### src/rtl/uart_rx_frame_pkg.sv
// Shared definitions for the configurable UART receive path.
// Contents: parity encodings, FSM state encoding, oversampling constants,
// default divisor width and the 2-of-3 majority helper.
package uart_rx_frame_pkg;

    localparam int UART_OVERSAMPLE = 16;
    localparam int UART_DIV_WIDTH  = 16;

    localparam logic [1:0] UART_PAR_NONE = 2'd0;
    localparam logic [1:0] UART_PAR_ODD  = 2'd1;
    localparam logic [1:0] UART_PAR_EVEN = 2'd2;

    // Phases (within a 16-tick bit slot) at which rx is sampled; the bit is
    // decided on the last one.
    localparam logic [3:0] UART_PH_SAMP0  = 4'd7;
    localparam logic [3:0] UART_PH_SAMP1  = 4'd8;
    localparam logic [3:0] UART_PH_DECIDE = 4'd9;

    typedef enum logic [2:0] {
        ST_IDLE   = 3'd0,
        ST_START  = 3'd1,
        ST_DATA   = 3'd2,
        ST_PARITY = 3'd3,
        ST_STOP1  = 3'd4,
        ST_STOP2  = 3'd5,
        ST_DONE   = 3'd6
    } rx_state_t;

    function automatic logic maj3(input logic a, input logic b, input logic c);
        return (a & b) | (a & c) | (b & c);
    endfunction

endpackage

### src/rtl/uart_rx_frame_baud_gen.sv
// Oversample tick generator: down-counter with terminal-count compare.
// Ports:
//   clk, rstn   : clock, async active-low reset
//   i_restart   : synchronous restart; reloads from i_div so the next tick
//                 lands i_div+1 clocks later
//   i_div       : tick period minus 1
//   o_tick      : one-clock pulse every i_div+1 clocks
module uart_rx_frame_baud_gen
    import uart_rx_frame_pkg::*;
#(
    parameter int DIV_WIDTH = UART_DIV_WIDTH
)(
    input  logic                 clk,
    input  logic                 rstn,
    input  logic                 i_restart,
    input  logic [DIV_WIDTH-1:0] i_div,
    output logic                 o_tick
);

    logic [DIV_WIDTH-1:0] r_cnt;
    logic                 w_tc;

    assign w_tc   = (r_cnt == '0);
    assign o_tick = w_tc & ~i_restart;

    always_ff @(posedge clk or negedge rstn) begin
        if (!rstn) begin
            r_cnt <= '0;
        end else if (i_restart || w_tc) begin
            r_cnt <= i_div;
        end else begin
            r_cnt <= r_cnt - 1'b1;
        end
    end

endmodule

### src/rtl/uart_rx_frame.sv
// Runtime-configurable UART receiver: 5..8 data bits, optional parity,
// 1 or 2 stop bits, runtime baud divisor, 16x oversampling with 2-of-3
// majority vote, per-character error flags and a valid/ready output.
//
// Build option: define UART_PARITY_EN to honour the parity input and build
// the PARITY state and parity-error logic. Without it, parity is ignored,
// dout_perr stays 0 and a parity bit on the line is taken as a stop bit.
//
// Ports:
//   clk, rstn                  : clock, async active-low reset
//   rx                         : serial input (asynchronous, idles high)
//   div                        : oversample tick period minus 1
//   data_len                   : data bits minus 5
//   parity                     : 0 none, 1 odd, 2 even, 3 none
//   stop2                      : 1 selects two stop bits
//   dout, dout_perr, dout_ferr : received character and its error flags
//   dout_valid, dout_ready     : output handshake
//   overrun, overrun_clr       : sticky lost-character flag and its clear
//   busy                       : frame in progress
//
// state     | meaning
// ----------+-----------------------------------------------------------
// ST_IDLE   | waiting for a high->low edge on the synchronised line
// ST_START  | validating the start bit (majority 1 = false start)
// ST_DATA   | shifting data bits in, LSB first
// ST_PARITY | checking the parity bit (UART_PARITY_EN builds only)
// ST_STOP1  | first stop bit; low sets the framing error
// ST_STOP2  | optional second stop bit; low also sets the framing error
// ST_DONE   | one cycle: hand the character to the output register
module uart_rx_frame
    import uart_rx_frame_pkg::*;
#(
    parameter int DIV_WIDTH  = UART_DIV_WIDTH,
    parameter int OVERSAMPLE = UART_OVERSAMPLE
)(
    input  logic                 clk,
    input  logic                 rstn,
    input  logic                 rx,
    input  logic [DIV_WIDTH-1:0] div,
    input  logic [1:0]           data_len,
    input  logic [1:0]           parity,
    input  logic                 stop2,
    output logic [7:0]           dout,
    output logic                 dout_perr,
    output logic                 dout_ferr,
    output logic                 dout_valid,
    input  logic                 dout_ready,
    output logic                 overrun,
    input  logic                 overrun_clr,
    output logic                 busy
);

    logic                 r_rx_m;
    logic                 r_rx_s;
    logic                 r_rx_s_d;

    rx_state_t            r_state;
    logic [DIV_WIDTH-1:0] r_div;
    logic [1:0]           r_dlen;
    logic                 r_stop2;
`ifdef UART_PARITY_EN
    logic [1:0]           r_par;
`endif
    logic [3:0]           r_ph;
    logic [2:0]           r_bi;
    logic                 r_s0;
    logic                 r_s1;
    logic [7:0]           r_shift;
    logic                 r_perr;
    logic                 r_ferr;

    logic [7:0]           r_dout;
    logic                 r_dout_perr;
    logic                 r_dout_ferr;
    logic                 r_dout_valid;
    logic                 r_overrun;
    logic                 r_busy;

    logic                 w_start;
    logic                 w_tick;
    logic [3:0]           w_ph_now;
    logic                 w_decide;
    logic                 w_maj;
    logic                 w_par_en;
    logic                 w_last_data;
    logic                 w_deliver;
    logic                 w_overrun_set;
    logic [DIV_WIDTH-1:0] w_baud_div;

    always_ff @(posedge clk or negedge rstn) begin
        if (!rstn) begin
            r_rx_m   <= 1'b1;
            r_rx_s   <= 1'b1;
            r_rx_s_d <= 1'b1;
        end else begin
            r_rx_m   <= rx;
            r_rx_s   <= r_rx_m;
            r_rx_s_d <= r_rx_s;
        end
    end

    // Only a real high->low transition starts a frame, so a held-low line
    // (break) produces a single frame and then waits for the line to rise.
    assign w_start = (r_state == ST_IDLE) && !r_rx_s && r_rx_s_d;

    // On the start cycle the divisor is not latched yet; load the live value.
    assign w_baud_div = w_start ? div : r_div;

    uart_rx_frame_baud_gen #(
        .DIV_WIDTH (DIV_WIDTH)
    ) u_baud (
        .clk       (clk),
        .rstn      (rstn),
        .i_restart (w_start),
        .i_div     (w_baud_div),
        .o_tick    (w_tick)
    );

    // The start-detect cycle counts as phase 0; each tick advances one phase.
    assign w_ph_now    = (r_ph == 4'(OVERSAMPLE - 1)) ? 4'd0 : r_ph + 4'd1;
    assign w_decide    = w_tick && (w_ph_now == UART_PH_DECIDE);
    assign w_maj       = maj3(r_s0, r_s1, r_rx_s);
    assign w_last_data = (r_bi == (3'(r_dlen) + 3'd4));

`ifdef UART_PARITY_EN
    assign w_par_en = (r_par == UART_PAR_ODD) || (r_par == UART_PAR_EVEN);
`else
    // Parity compiled out: the port is kept for drop-in compatibility only.
    assign w_par_en = 1'b0 & (|parity);
`endif

    assign w_deliver     = (r_state == ST_DONE) && (!r_dout_valid || dout_ready);
    assign w_overrun_set = (r_state == ST_DONE) && r_dout_valid && !dout_ready;

    always_ff @(posedge clk or negedge rstn) begin
        if (!rstn) begin
            r_state      <= ST_IDLE;
            r_div        <= '0;
            r_dlen       <= '0;
            r_stop2      <= 1'b0;
`ifdef UART_PARITY_EN
            r_par        <= UART_PAR_NONE;
`endif
            r_ph         <= '0;
            r_bi         <= '0;
            r_s0         <= 1'b1;
            r_s1         <= 1'b1;
            r_shift      <= '0;
            r_perr       <= 1'b0;
            r_ferr       <= 1'b0;
            r_dout       <= '0;
            r_dout_perr  <= 1'b0;
            r_dout_ferr  <= 1'b0;
            r_dout_valid <= 1'b0;
            r_overrun    <= 1'b0;
            r_busy       <= 1'b0;
        end else begin
            if (w_tick) begin
                r_ph <= w_ph_now;
                if (w_ph_now == UART_PH_SAMP0) r_s0 <= r_rx_s;
                if (w_ph_now == UART_PH_SAMP1) r_s1 <= r_rx_s;
            end

            unique case (r_state)
                ST_IDLE: begin
                    if (w_start) begin
                        r_state <= ST_START;
                        r_busy  <= 1'b1;
                        r_ph    <= '0;
                        r_bi    <= '0;
                        r_shift <= '0;
                        r_perr  <= 1'b0;
                        r_ferr  <= 1'b0;
                        r_div   <= div;
                        r_dlen  <= data_len;
                        r_stop2 <= stop2;
`ifdef UART_PARITY_EN
                        r_par   <= parity;
`endif
                    end
                end
                ST_START: begin
                    if (w_decide) begin
                        if (w_maj) begin
                            r_state <= ST_IDLE;
                            r_busy  <= 1'b0;
                        end else begin
                            r_state <= ST_DATA;
                        end
                    end
                end
                ST_DATA: begin
                    if (w_decide) begin
                        r_shift[r_bi] <= w_maj;
                        if (w_last_data) begin
                            r_state <= w_par_en ? ST_PARITY : ST_STOP1;
                        end else begin
                            r_bi <= r_bi + 3'd1;
                        end
                    end
                end
`ifdef UART_PARITY_EN
                ST_PARITY: begin
                    if (w_decide) begin
                        // Odd parity: data XOR parity bit must be 1; even: 0.
                        r_perr  <= ((^r_shift) ^ w_maj) != (r_par == UART_PAR_ODD);
                        r_state <= ST_STOP1;
                    end
                end
`endif
                ST_STOP1: begin
                    if (w_decide) begin
                        r_ferr  <= ~w_maj;
                        r_state <= r_stop2 ? ST_STOP2 : ST_DONE;
                    end
                end
                ST_STOP2: begin
                    if (w_decide) begin
                        r_ferr  <= r_ferr | ~w_maj;
                        r_state <= ST_DONE;
                    end
                end
                ST_DONE: begin
                    r_state <= ST_IDLE;
                    r_busy  <= 1'b0;
                end
                default: begin
                    r_state <= ST_IDLE;
                    r_busy  <= 1'b0;
                end
            endcase

            // A DONE load wins over a same-cycle handshake clear.
            if (w_deliver) begin
                r_dout       <= r_shift;
                r_dout_perr  <= r_perr;
                r_dout_ferr  <= r_ferr;
                r_dout_valid <= 1'b1;
            end else if (r_dout_valid && dout_ready) begin
                r_dout_valid <= 1'b0;
            end

            if (w_overrun_set) begin
                r_overrun <= 1'b1;
            end else if (overrun_clr) begin
                r_overrun <= 1'b0;
            end
        end
    end

    assign dout       = r_dout;
    assign dout_perr  = r_dout_perr;
    assign dout_ferr  = r_dout_ferr;
    assign dout_valid = r_dout_valid;
    assign overrun    = r_overrun;
    assign busy       = r_busy;

endmodule

### config.mk
export PLATFORM = sky130hd
export DESIGN_NAME = uart_rx_frame
export DESIGN_NICKNAME = d
export VERILOG_FILES = /design/src/rtl/uart_rx_frame_pkg.sv /design/src/rtl/uart_rx_frame_baud_gen.sv /design/src/rtl/uart_rx_frame.sv
export SDC_FILE = /design/constraint.sdc
export NUM_CORES = 1
export LEC_CHECK = 0
export CORE_ASPECT_RATIO = 2
export CORE_UTILIZATION = 50
export CTS_CLUSTER_SIZE = 28
export DETAILED_ROUTE_END_ITERATION = 16
export GPL_TIMING_DRIVEN = 0
export MAX_ROUTING_LAYER = met4
export PLACE_DENSITY_LB_ADDON = 0.08
export SYNTH_ARGS = -nofsm -noshare
export SYNTH_HDL_FRONTEND = slang
export SYNTH_HIERARCHICAL = 1
export SYNTH_SLANG_ARGS = --single-unit
### constraint.sdc
create_clock -name clk -period 8.15 [get_ports clk]
set_input_delay 1.63 -clock clk [delete_from_list [all_inputs] [get_ports clk]]
set_output_delay 1.63 -clock clk [all_outputs]
set_load 0.05 [all_outputs]
==> flow_summary.ini, run 1 <==
[final_layout]
layout.cells.most_common = nand2_1
area_delta_synth_final_pct = 21.5
antenna_cells = 0
final_cell_mix = nand2_1, dfrtp_1, clkdlybuf4s50_1
fin_nets = 443
layout-drive-gt1-share_pct = 14.4

[global_routing]
antenna_found_initial = 0
grt_start_max_net_pins = 72
grt_util_all_layers_pct = 24.8
grt_pass1_vias = 2793
grt_pass1_wl_um = 13100
grt_overflow = 0

[detailed_routing]
top_layer_used = met4
drtIter0Drc = 133
wl_met3_um = 255
wl_met1_um = 2730
ant_nets = 0
wl_met2_um = 4410
post-route-drc-count = 0
vias_per_cell = 5.41
dr_total_vias = 2738
wl_per_cell_um = 15.1
dr.pass1.iters = 4
drt-total-wl_um = 7620

[place]
portBuffers = 35
dp_hpwl_um = 5400
gp_congestion = 0.814
pre_cts_ws_ns = 4.58

[pwr]
switching_share_pct = 33.7
peakVddDrop_mv = 0.194
p_leak_nw = 1.90
p_sw_w = 0.000433
pwr-share-clk_pct = 30.3
pwr-share-seq_pct = 40.7
combPwrFrac_pct = 29.0
p_int_w = 0.000854
pwr_density_cell_nw_per_um2 = 300

[worst_setup_path]
cp_max_fo = 11
r2r_slack_ns = 4.55
r2r_start = r_state[2]
critical_path.startpoint = r_state[2]
path_class = register to register
r2r-end = r_shift[3]
arrival_ns = 3.85
r2r_cells = 12
cp.required_ns = 8.40
crit_path_end = r_shift[3]
startpoint_type = register
cp-end-kind = register

[clock_tree]
cts_max_level = 3
cts_sinks = 71
clock_path_buffers = 2
clk_pin_slew_ns = 0.06
cts_tree = yes
insertion_delay_ns = 0.34
numCtsBuffers = 9
ctsResizeCount = 0
postCtsSetupRepairBufs = 0
cts-hold-fix-buffers = 0
clock-root-buffer = clkbuf_16

[yosys]
synth-simple-area-share_pct = 21.8
synthCells = 365
synth_top_family_by_area = simple AND/OR/NAND/NOR gates
yosys.area_share.adder_pct = 2.41
yosys_warnings = 6
syn-num-nets = 397
async_flop_share_pct = 100
synth_area_um2 = 3530
synth_flop_cell = dfrtp_1
yosys-mux-area-fraction_pct = 4.68
yosys.area_share.xor_xnor_pct = 3.97
ys_seq_area_share_pct = 50.5
synth_edf_count = 0
synth_area_per_cell_um2 = 9.67
synth_compound_area_share_pct = 11.9
synth_seq_cells = 71
yosys.cell_types.count = 53

[timing]
slew_headroom_pct = 40.4
period_share_pct = 44.2
skew_ns = 0.00394
worst_slack_ns = 4.55
rsz0062_at_grt = no
hold_viol_final = 0
max_freq_ghz = 0.278
fin_tns_setup_ns = 0
worst_pin_slew_ns = 0.894
finalSetupViolations = 0
min_period_ns = 3.60
slew_viol_final = 0

[job]
maxCapViolations = 0

[run_status]
status = complete, no violations

[floorplanning]
chipHeight_um = 121
die_w_um = 61.4
die_area_um2 = 7420
core_um2 = 6890
ioPinCount = 39
start_util_pct = 51.3
rows = 43

[hold_path]
hp-class = register to register
layout make-up:
cell class / instances / area (um2)
tap: 90 / 113
buffer: 21 / 121
timing repair buffer: 35 / 348
sequential: 71 / 1780
clock buffer: 10 / 239
clock inverter: 6 / 60.1
fill: 639 / 2600
inverter: 12 / 45.0
multi-input combinational: 261 / 1580
power groups by stage:
stage,sequential [W],combinational [W],clock (W)
final,0.000524,0.000373,0.000390
after global routing,0.000536,0.000424,0.000411
after CTS,0.000525,0.000377,0.000400
after detailed placement,0.000529,0.000373,0
after global placement,0.000524,0.000360,0
after floorplan,0.000520,0.000278,0
through the flow:
| stage | utilization [%] | total power [W] | hold WS (ns) | cell area [um2] | instances |
|---|---|---|---|---|---|
| floorplan | - | 0.000799 | 0.345 | 3530 | 365 |
| finish | 62.3 | 0.00129 | 0.355 | 4290 | 506 |
| detailed placement | 58.0 | 0.000902 | 0.348 | 3990 | 490 |
| global placement | 58.0 | 0.000884 | 0.348 | 3990 | 490 |
| CTS | 62.3 | 0.00130 | 0.356 | 4290 | 506 |
| global route | 62.3 | 0.00137 | 0.362 | 4290 | 506 |
cells by family after synthesis:
kind of cell	after synthesis
buffers and inverters	33
flip-flops	71
other	1
adder cells (fa/ha/maj)	7
multiplexers	15
AO/OA/AOI/OAI	60
AND/OR/NAND/NOR	162
XOR/XNOR	16
critical path, stage by stage (launching register included):
cell and delay (ns):
dfrtp_1 0.47, nor2_1 0.25, nand3_1 0.27, clkinv_1 0.26, clkbuf_1 0.52, nor2_1 0.10, clkbuf_1 0.25, nand4_1 0.17
o22a_1 0.25, buf_2 0.26, clkbuf_1 0.37, o21ai_0 0.18, a21oi_1 0.15
worst min path at each step:
stage,start,end,slack (ns),depth (start not counted)
2_1_floorplan,r_rx_m,r_rx_s,0.35,0
3_3_place_gp,r_rx_m,r_rx_s,0.35,0
3_5_place_dp,r_rx_m,r_rx_s,0.35,0
4_1_cts,r_rx_m,r_rx_s,0.36,0
5_1_grt,r_rx_m,r_rx_s,0.36,0
6_report,r_rx_m,r_rx_s,0.36,0
sequential cells by signal, summed over array words and instances (netlist names):
name and flops:
busy 1, dout 8, dout_ferr 1, dout_valid 1, overrun 1, r_bi 3
r_div 16, r_dlen 2, r_ferr 1, r_ph 4, r_rx_m 1, r_rx_s 1
r_rx_s_d 1, r_s0 1, r_s1 1, r_shift 8, r_state 3, r_stop2 1
u_baud/r_cnt 16
cell usage after synthesis, types with 2 or more instances:
library cell	n	share of area (%)
xnor2_1	9	2.2
clkbuf_1	10	1.1
nand4_1	3	0.53
or3_1	9	1.6
nor3_1	3	0.43
o31ai_1	3	0.64
a221oi_1	2	0.50
ha_1	6	2.1
a211oi_1	2	0.43
o211ai_1	5	1.1
buf_2	4	0.57
dfstp_2	5	3.7
buf_4	2	0.43
inv_1	11	1.2
o22a_1	2	0.50
nand2b_1	5	0.89
dfrtp_1	66	47
or4_1	3	0.64
or3b_4	2	0.64
nor2_1	28	3.0
mux2_2	11	3.5
o22ai_1	2	0.35
nand3b_1	2	0.43
nand2_1	88	9.4
nand3_1	9	1.3
o21ai_0	9	1.3
mux2i_1	3	0.85
buf_6	4	1.3
a21oi_2	11	2.7
xor2_1	7	1.7
a31oi_1	5	0.89
a21oi_1	11	1.6
o41ai_1	2	0.50
nor4_2	2	0.71
per-layer routing:
| metal | track usage [%] | vias to the layer above |
|---|---|---|
| li1 | - | 1338 |
| met1 | 25.1 | 1319 |
| met2 | 43.8 | 61 |
| met3 | 5.35 | 20 |
| met4 | 11.0 | 0 |
| met5 | - | - |
(Power assumes the default switching activity.)
==> run 2: changes to the inputs <==
clock period = 3.7 ns   (was 8.15 ns; I/O delays follow)
==> run 2 against run 1 <==
Net effect:
- flip-flop and latch count unchanged
- wire length about the same
- worst setup slack got worse by 4.1 ns
- cell area barely moved
- clock skew rose by 0.00086 ns
- non-clock buffer count did not move
- critical endpoint unchanged
- largest power group unchanged
==> flow_summary.ini, run 2 (synthesized netlist as in run 1, its figures left out) <==
[detailed_routing]
dr_total_vias = 2740
post-route-drc-count = 0
ant_nets = 0
dr.pass1.iters = 5
drt-total-wl_um = 7620
vias_per_cell = 5.42
wl_per_cell_um = 15.1
drtIter0Drc = 133

[timing]
hold_ws_ns = 0.355
max_freq_ghz = 0.304
hold_viol_final = 0
worst_pin_slew_ns = 0.894
worst_slack_ns = 0.413
skew_ns = 0.00480
rsz0062_at_grt = no
finalSetupViolations = 0
min_period_ns = 3.29
slew_viol_final = 0
period_share_pct = 88.8
slew_headroom_pct = 40.4

[place]
gp_congestion = 0.814
dp_hpwl_um = 5400
pre_cts_ws_ns = 0.130
placed_area_um2 = 3990
portBuffers = 35

[worst_setup_path]
cp.required_ns = 3.95
r2r_slack_ns = 0.41
r2r_cells = 12
r2r_start = r_state[2]
path_class = register to register
cp_max_fo = 11
r2r-end = r_shift[3]
startpoint_type = register
arrival_ns = 3.54
cp-end-kind = register

[clock_tree]
cts_max_level = 3
numCtsBuffers = 9
cts_tree = yes
insertion_delay_ns = 0.34
clock_path_buffers = 2
clock-root-buffer = clkbuf_16
ctsResizeCount = 0
cts-hold-fix-buffers = 0
cts_sinks = 71
clk_pin_slew_ns = 0.06
postCtsSetupRepairBufs = 0

[pwr]
pwr-share-clk_pct = 30.3
pwr-share-seq_pct = 40.7
pwr_density_cell_nw_per_um2 = 661
p_sw_w = 0.000955
p_leak_nw = 1.90
switching_share_pct = 33.7
combPwrFrac_pct = 29.0
peakVddDrop_mv = 0.427
p_int_w = 0.00188

[hold_path]
hp-start = r_rx_m
min_to = r_rx_s
holdPathStages = 0
hp-class = register to register

[floorplanning]
die_area_um2 = 7420
rows = 43
chipHeight_um = 121
start_util_pct = 51.3
die_w_um = 61.4
ioPinCount = 39
core_um2 = 6890

[final_layout]
reg_top3 = r_div x16, u_baud/r_cnt x16
fin_nets = 443
layout-drive-gt1-share_pct = 14.9
fin_util_pct = 62.3
fin_area_um2 = 4290
multi_input_area_um2 = 1580
final_cell_mix = nand2_1, dfrtp_1, clkdlybuf4s50_1
num-fill-cells = 637
layout.cells.most_common = nand2_1
antenna_cells = 0
ff_latch_area_um2 = 1780
area_delta_synth_final_pct = 21.6

[global_routing]
grt_overflow = 0
grt_pass1_vias = 2793
antenna_found_initial = 0
grt_util_all_layers_pct = 24.8
grt_pass1_wl_um = 13100
grt_start_max_net_pins = 72

[job]
maxCapViolations = 0

[run_status]
status = complete, no violations
-- run 2: through the flow --
step                      power (W)  std cells  TNS [ns]
after floorplan             0.00176        365         0
after global placement      0.00195        490    -36.14
after detailed placement    0.00199        490         0
after CTS                   0.00287        506         0
after global routing        0.00302        506         0
final                       0.00284        506         0
-- run 2: cell type report --
cell class / instances / share of cell area, %
Sequential cell: 71 / 41.5
Timing Repair Buffer: 35 / 8.10
Tap cell: 90 / 2.62
Clock buffer: 10 / 5.57
Clock inverter: 6 / 1.40
Inverter: 12 / 1.05
Multi-Input combinational cell: 261 / 36.8
Buffer: 21 / 2.89
-- run 2: power groups by stage --
stage | clock network (W) | registers, W | logic (W)
after floorplan | 0 | 0.00115 | 0.000613
after global routing | 0.000906 | 0.00118 | 0.000934
after global placement | 0 | 0.00115 | 0.000793
final | 0.000859 | 0.00116 | 0.000822
after detailed placement | 0 | 0.00117 | 0.000821
after CTS | 0.000881 | 0.00116 | 0.000830
-- run 2: worst max-delay path by stage --
| stage | startpoint | endpoint | slack (ns) |
|---|---|---|---|
| 3_5_place_dp | r_state[0] | r_shift[0] | 0.13 |
| 5_1_grt | r_state[0] | r_shift[3] | 0.02 |
| 6_report | r_state[2] | r_shift[3] | 0.41 |
| 4_1_cts | r_state[0] | r_shift[0] | 0.09 |
| 2_1_floorplan | r_rx_s | r_shift[3] | 1.04 |
| 3_3_place_gp | rstn | r_div[11] | -0.55 |
-- run 2: worst max-delay path: stages (launching register included) --
cell	delay [ns]
dfrtp_1	0.47
nor2_1	0.25
nand3_1	0.26
clkinv_1	0.26
clkbuf_2	0.33
nor2_1	0.08
clkbuf_2	0.20
nand4_1	0.14
o22a_1	0.25
buf_2	0.25
clkbuf_1	0.37
o21ai_0	0.18
a21oi_1	0.15
-- run 2: routing by layer --
layer | vias to the layer above | part of all wire [%] | global-route usage (%)
met5 | - | 0 | -
met4 | 0 | 3.0 | 11.0
met3 | 22 | 3.3 | 5.35
met2 | 68 | 58 | 43.8
met1 | 1316 | 36 | 25.1
li1 | 1334 | - | -
==> run 3: changes to the inputs <==
CORE_MARGIN = 3   (was not set)
DONT_BUFFER_PORTS = 1   (was not set)
SYNTH_HIERARCHICAL = not set   (was 1)
==> run 3 against run 2 <==
Net effect:
- synthesized cell count decreased by 11%
- core utilization down 4.8 points
- count of clock-buffer cells in the layout is 2 higher
- combinational power shrank 52%
- synthesized area grew 1.7%
- sequential power decreased by 7%
- critical path type unchanged
==> flow_summary.ini, run 3 <==
[worst_setup_path]
max_stage_delay_ns = 0.45
cp_slowest_cell = nor3b_2
arrival_ns = 2.77
cp_max_fo = 10
path_class = register to register
cp_cell_sequence = inv_1 -> ha_1 -> nor3b_2 -> nand4_2 -> clkbuf_1 -> nor3_1 -> a221oi_2
startpoint_type = register
cp-end-kind = register
cp.required_ns = 3.90

[timing]
hold_viol_final = 0
skew_ns = 0.00654
rsz0062_at_grt = no
min_period_ns = 2.57
max_freq_ghz = 0.388
fin_tns_setup_ns = 0
finalSetupViolations = 0
slew_headroom_pct = 38.7
period_share_pct = 69.6
worst_pin_slew_ns = 0.920
slew_viol_final = 0

[floorplanning]
chipHeight_um = 126
rows = 43
die_w_um = 65.9
start_util_pct = 51.8
die_area_um2 = 8300
ioPinCount = 39
core_um2 = 6940

[yosys]
async_flop_share_pct = 100
yosys_warnings = 0
yosys.cell_types.count = 57
synth_area_um2 = 3590
synth_area_per_cell_um2 = 11.1
synth_top_cell_by_area = dfrtp_1
synth_area_leaders = dfrtp_1, mux2_2, mux2_1
ys_seq_area_share_pct = 49.6
synth_seq_cells = 71
synthCells = 324
synth_edf_count = 0
synth_most_common_cell = dfrtp_1
netlist_top_cells_count = dfrtp_1, nand2_1, mux2_2
netlist.area_leader.share_pct = 46.0
synth_flop_cell = dfrtp_1
syn-num-nets = 356

[pwr]
p_sw_w = 0.000621
p_int_w = 0.00170
p_leak_nw = 1.65
switching_share_pct = 26.8
pwr-share-clk_pct = 36.6
p_total_w = 0.00232
peakVddDrop_mv = 0.371
combPwrFrac_pct = 17.0
pwr_density_cell_nw_per_um2 = 580
pwr-share-seq_pct = 46.4

[detailed_routing]
dr_total_vias = 2572
dr.pass1.iters = 4
drt-total-wl_um = 7770
vias_per_cell = 5.98
post-route-drc-count = 0
ant_nets = 0
wl_per_cell_um = 18.1
drtIter0Drc = 143

[clock_tree]
postCtsSetupRepairBufs = 0
clock-root-buffer = clkbuf_16
cts_tree = yes
numCtsBuffers = 9
cts-hold-fix-buffers = 0
insertion_delay_ns = 0.34
clk_pin_slew_ns = 0.05
clock_path_buffers = 2
cts_max_level = 3
cts_sinks = 71
ctsResizeCount = 0

[job]
maxCapViolations = 0

[global_routing]
grt_pass1_vias = 2713
grt_overflow = 0
grt_start_max_net_pins = 72
antenna_found_initial = 0
grt_util_all_layers_pct = 21.4
grt_pass1_wl_um = 13000

[place]
gp_congestion = 0.882
portBuffers = 0
dp_hpwl_um = 5620
placed_area_um2 = 3700

[final_layout]
final_cell_mix = dfrtp_1, nand2_1, mux2_2
layout.cells.most_common = dfrtp_1
layout-drive-gt1-share_pct = 16.8
fin_area_um2 = 4000
antenna_cells = 0
area_delta_synth_final_pct = 11.3
fin_nets = 367
fin_util_pct = 57.6
reg_top3 = r_div x16, u_baud.r_cnt x16

[hold_path]
hp-class = input pin to async pin

[run_status]
status = complete, no violations
==> run 3: cells by family (layout without fill, tap and decap cells) <==
family | Yosys count | in the layout | synth area share [%]
AO/OA/AOI/OAI | 57 | 57 | 11.3
XOR/XNOR | 16 | 16 | 3.90
adder cells (fa/ha/maj) | 7 | 7 | 2.37
buffers and inverters | 32 | 48 | 3.62
flip-flops | 71 | 71 | 49.6
multiplexers | 40 | 40 | 12.5
other | 1 | 1 | 0.104
AND/OR/NAND/NOR | 100 | 100 | 16.6
==> run 3: area by class of cell <==
cell class | instances | area [um2]
inverters | 12 | 45.0
well taps | 90 | 113
flip-flops and latches | 71 | 1780
clock buffers | 12 | 246
fillers | 610 | 2940
plain buffers | 20 | 85.1
multi-input cells | 221 | 1680
clock inverters | 4 | 45.0
==> run 3: metrics by stage <==
stage	instances	setup slack (ns)	hold WS, ns
4_1_cts	430	1.04	0.0874
6_report	430	1.13	0.0926
3_5_place_dp	414	1.05	0.348
3_3_place_gp	414	1.05	0.346
5_1_grt	430	0.899	0.0830
2_1_floorplan	324	1.56	0.345
==> run 3: final timing paths <==
path | start | end | slack (ns) | depth (start not counted)
max in group asynchronous | rstn | r_s0 | 3.39 | 0
min in group clk | r_rx_m | r_rx_s | 0.36 | 0
hold / removal | rstn | dout[2] | 0.09 | 0
setup / recovery | u_baud.r_cnt[0] | r_state[0] | 1.13 | 7
hold reg to reg | r_rx_m | r_rx_s | 0.36 | 0
setup reg to reg | u_baud.r_cnt[0] | r_state[0] | 1.13 | 7
==> run 3: power by group through the flow <==
| stage | Clock [W] | Sequential [W] | Combinational [W] |
|---|---|---|---|
| after floorplan | 0 | 0.00106 | 0.000340 |
| after global placement | 0 | 0.00108 | 0.000390 |
| after detailed placement | 0 | 0.00109 | 0.000399 |
| after CTS | 0.000866 | 0.00108 | 0.000401 |
| after global routing | 0.000896 | 0.00110 | 0.000452 |
| final | 0.000850 | 0.00108 | 0.000394 |
==> run 3: per-layer routing <==
metal  global-route usage [%]  routed length, um  vias up
li1                         -                  -     1202
met5                        -                  0        -
met3                     4.91                261       14
met1                     19.9               2700     1291
met4                     10.9                167        0
met2                     39.1               4640       65
==> run 3: worst max-delay path: cells and delay by family (launching register included) <==
kind                     cells  cell delay (ns)
AND/OR/NAND/NOR              3             1.21
buffers and inverters        2             0.46
flip-flops                   1             0.41
adder cells (fa/ha/maj)      1             0.23
AO/OA/AOI/OAI                1             0.13
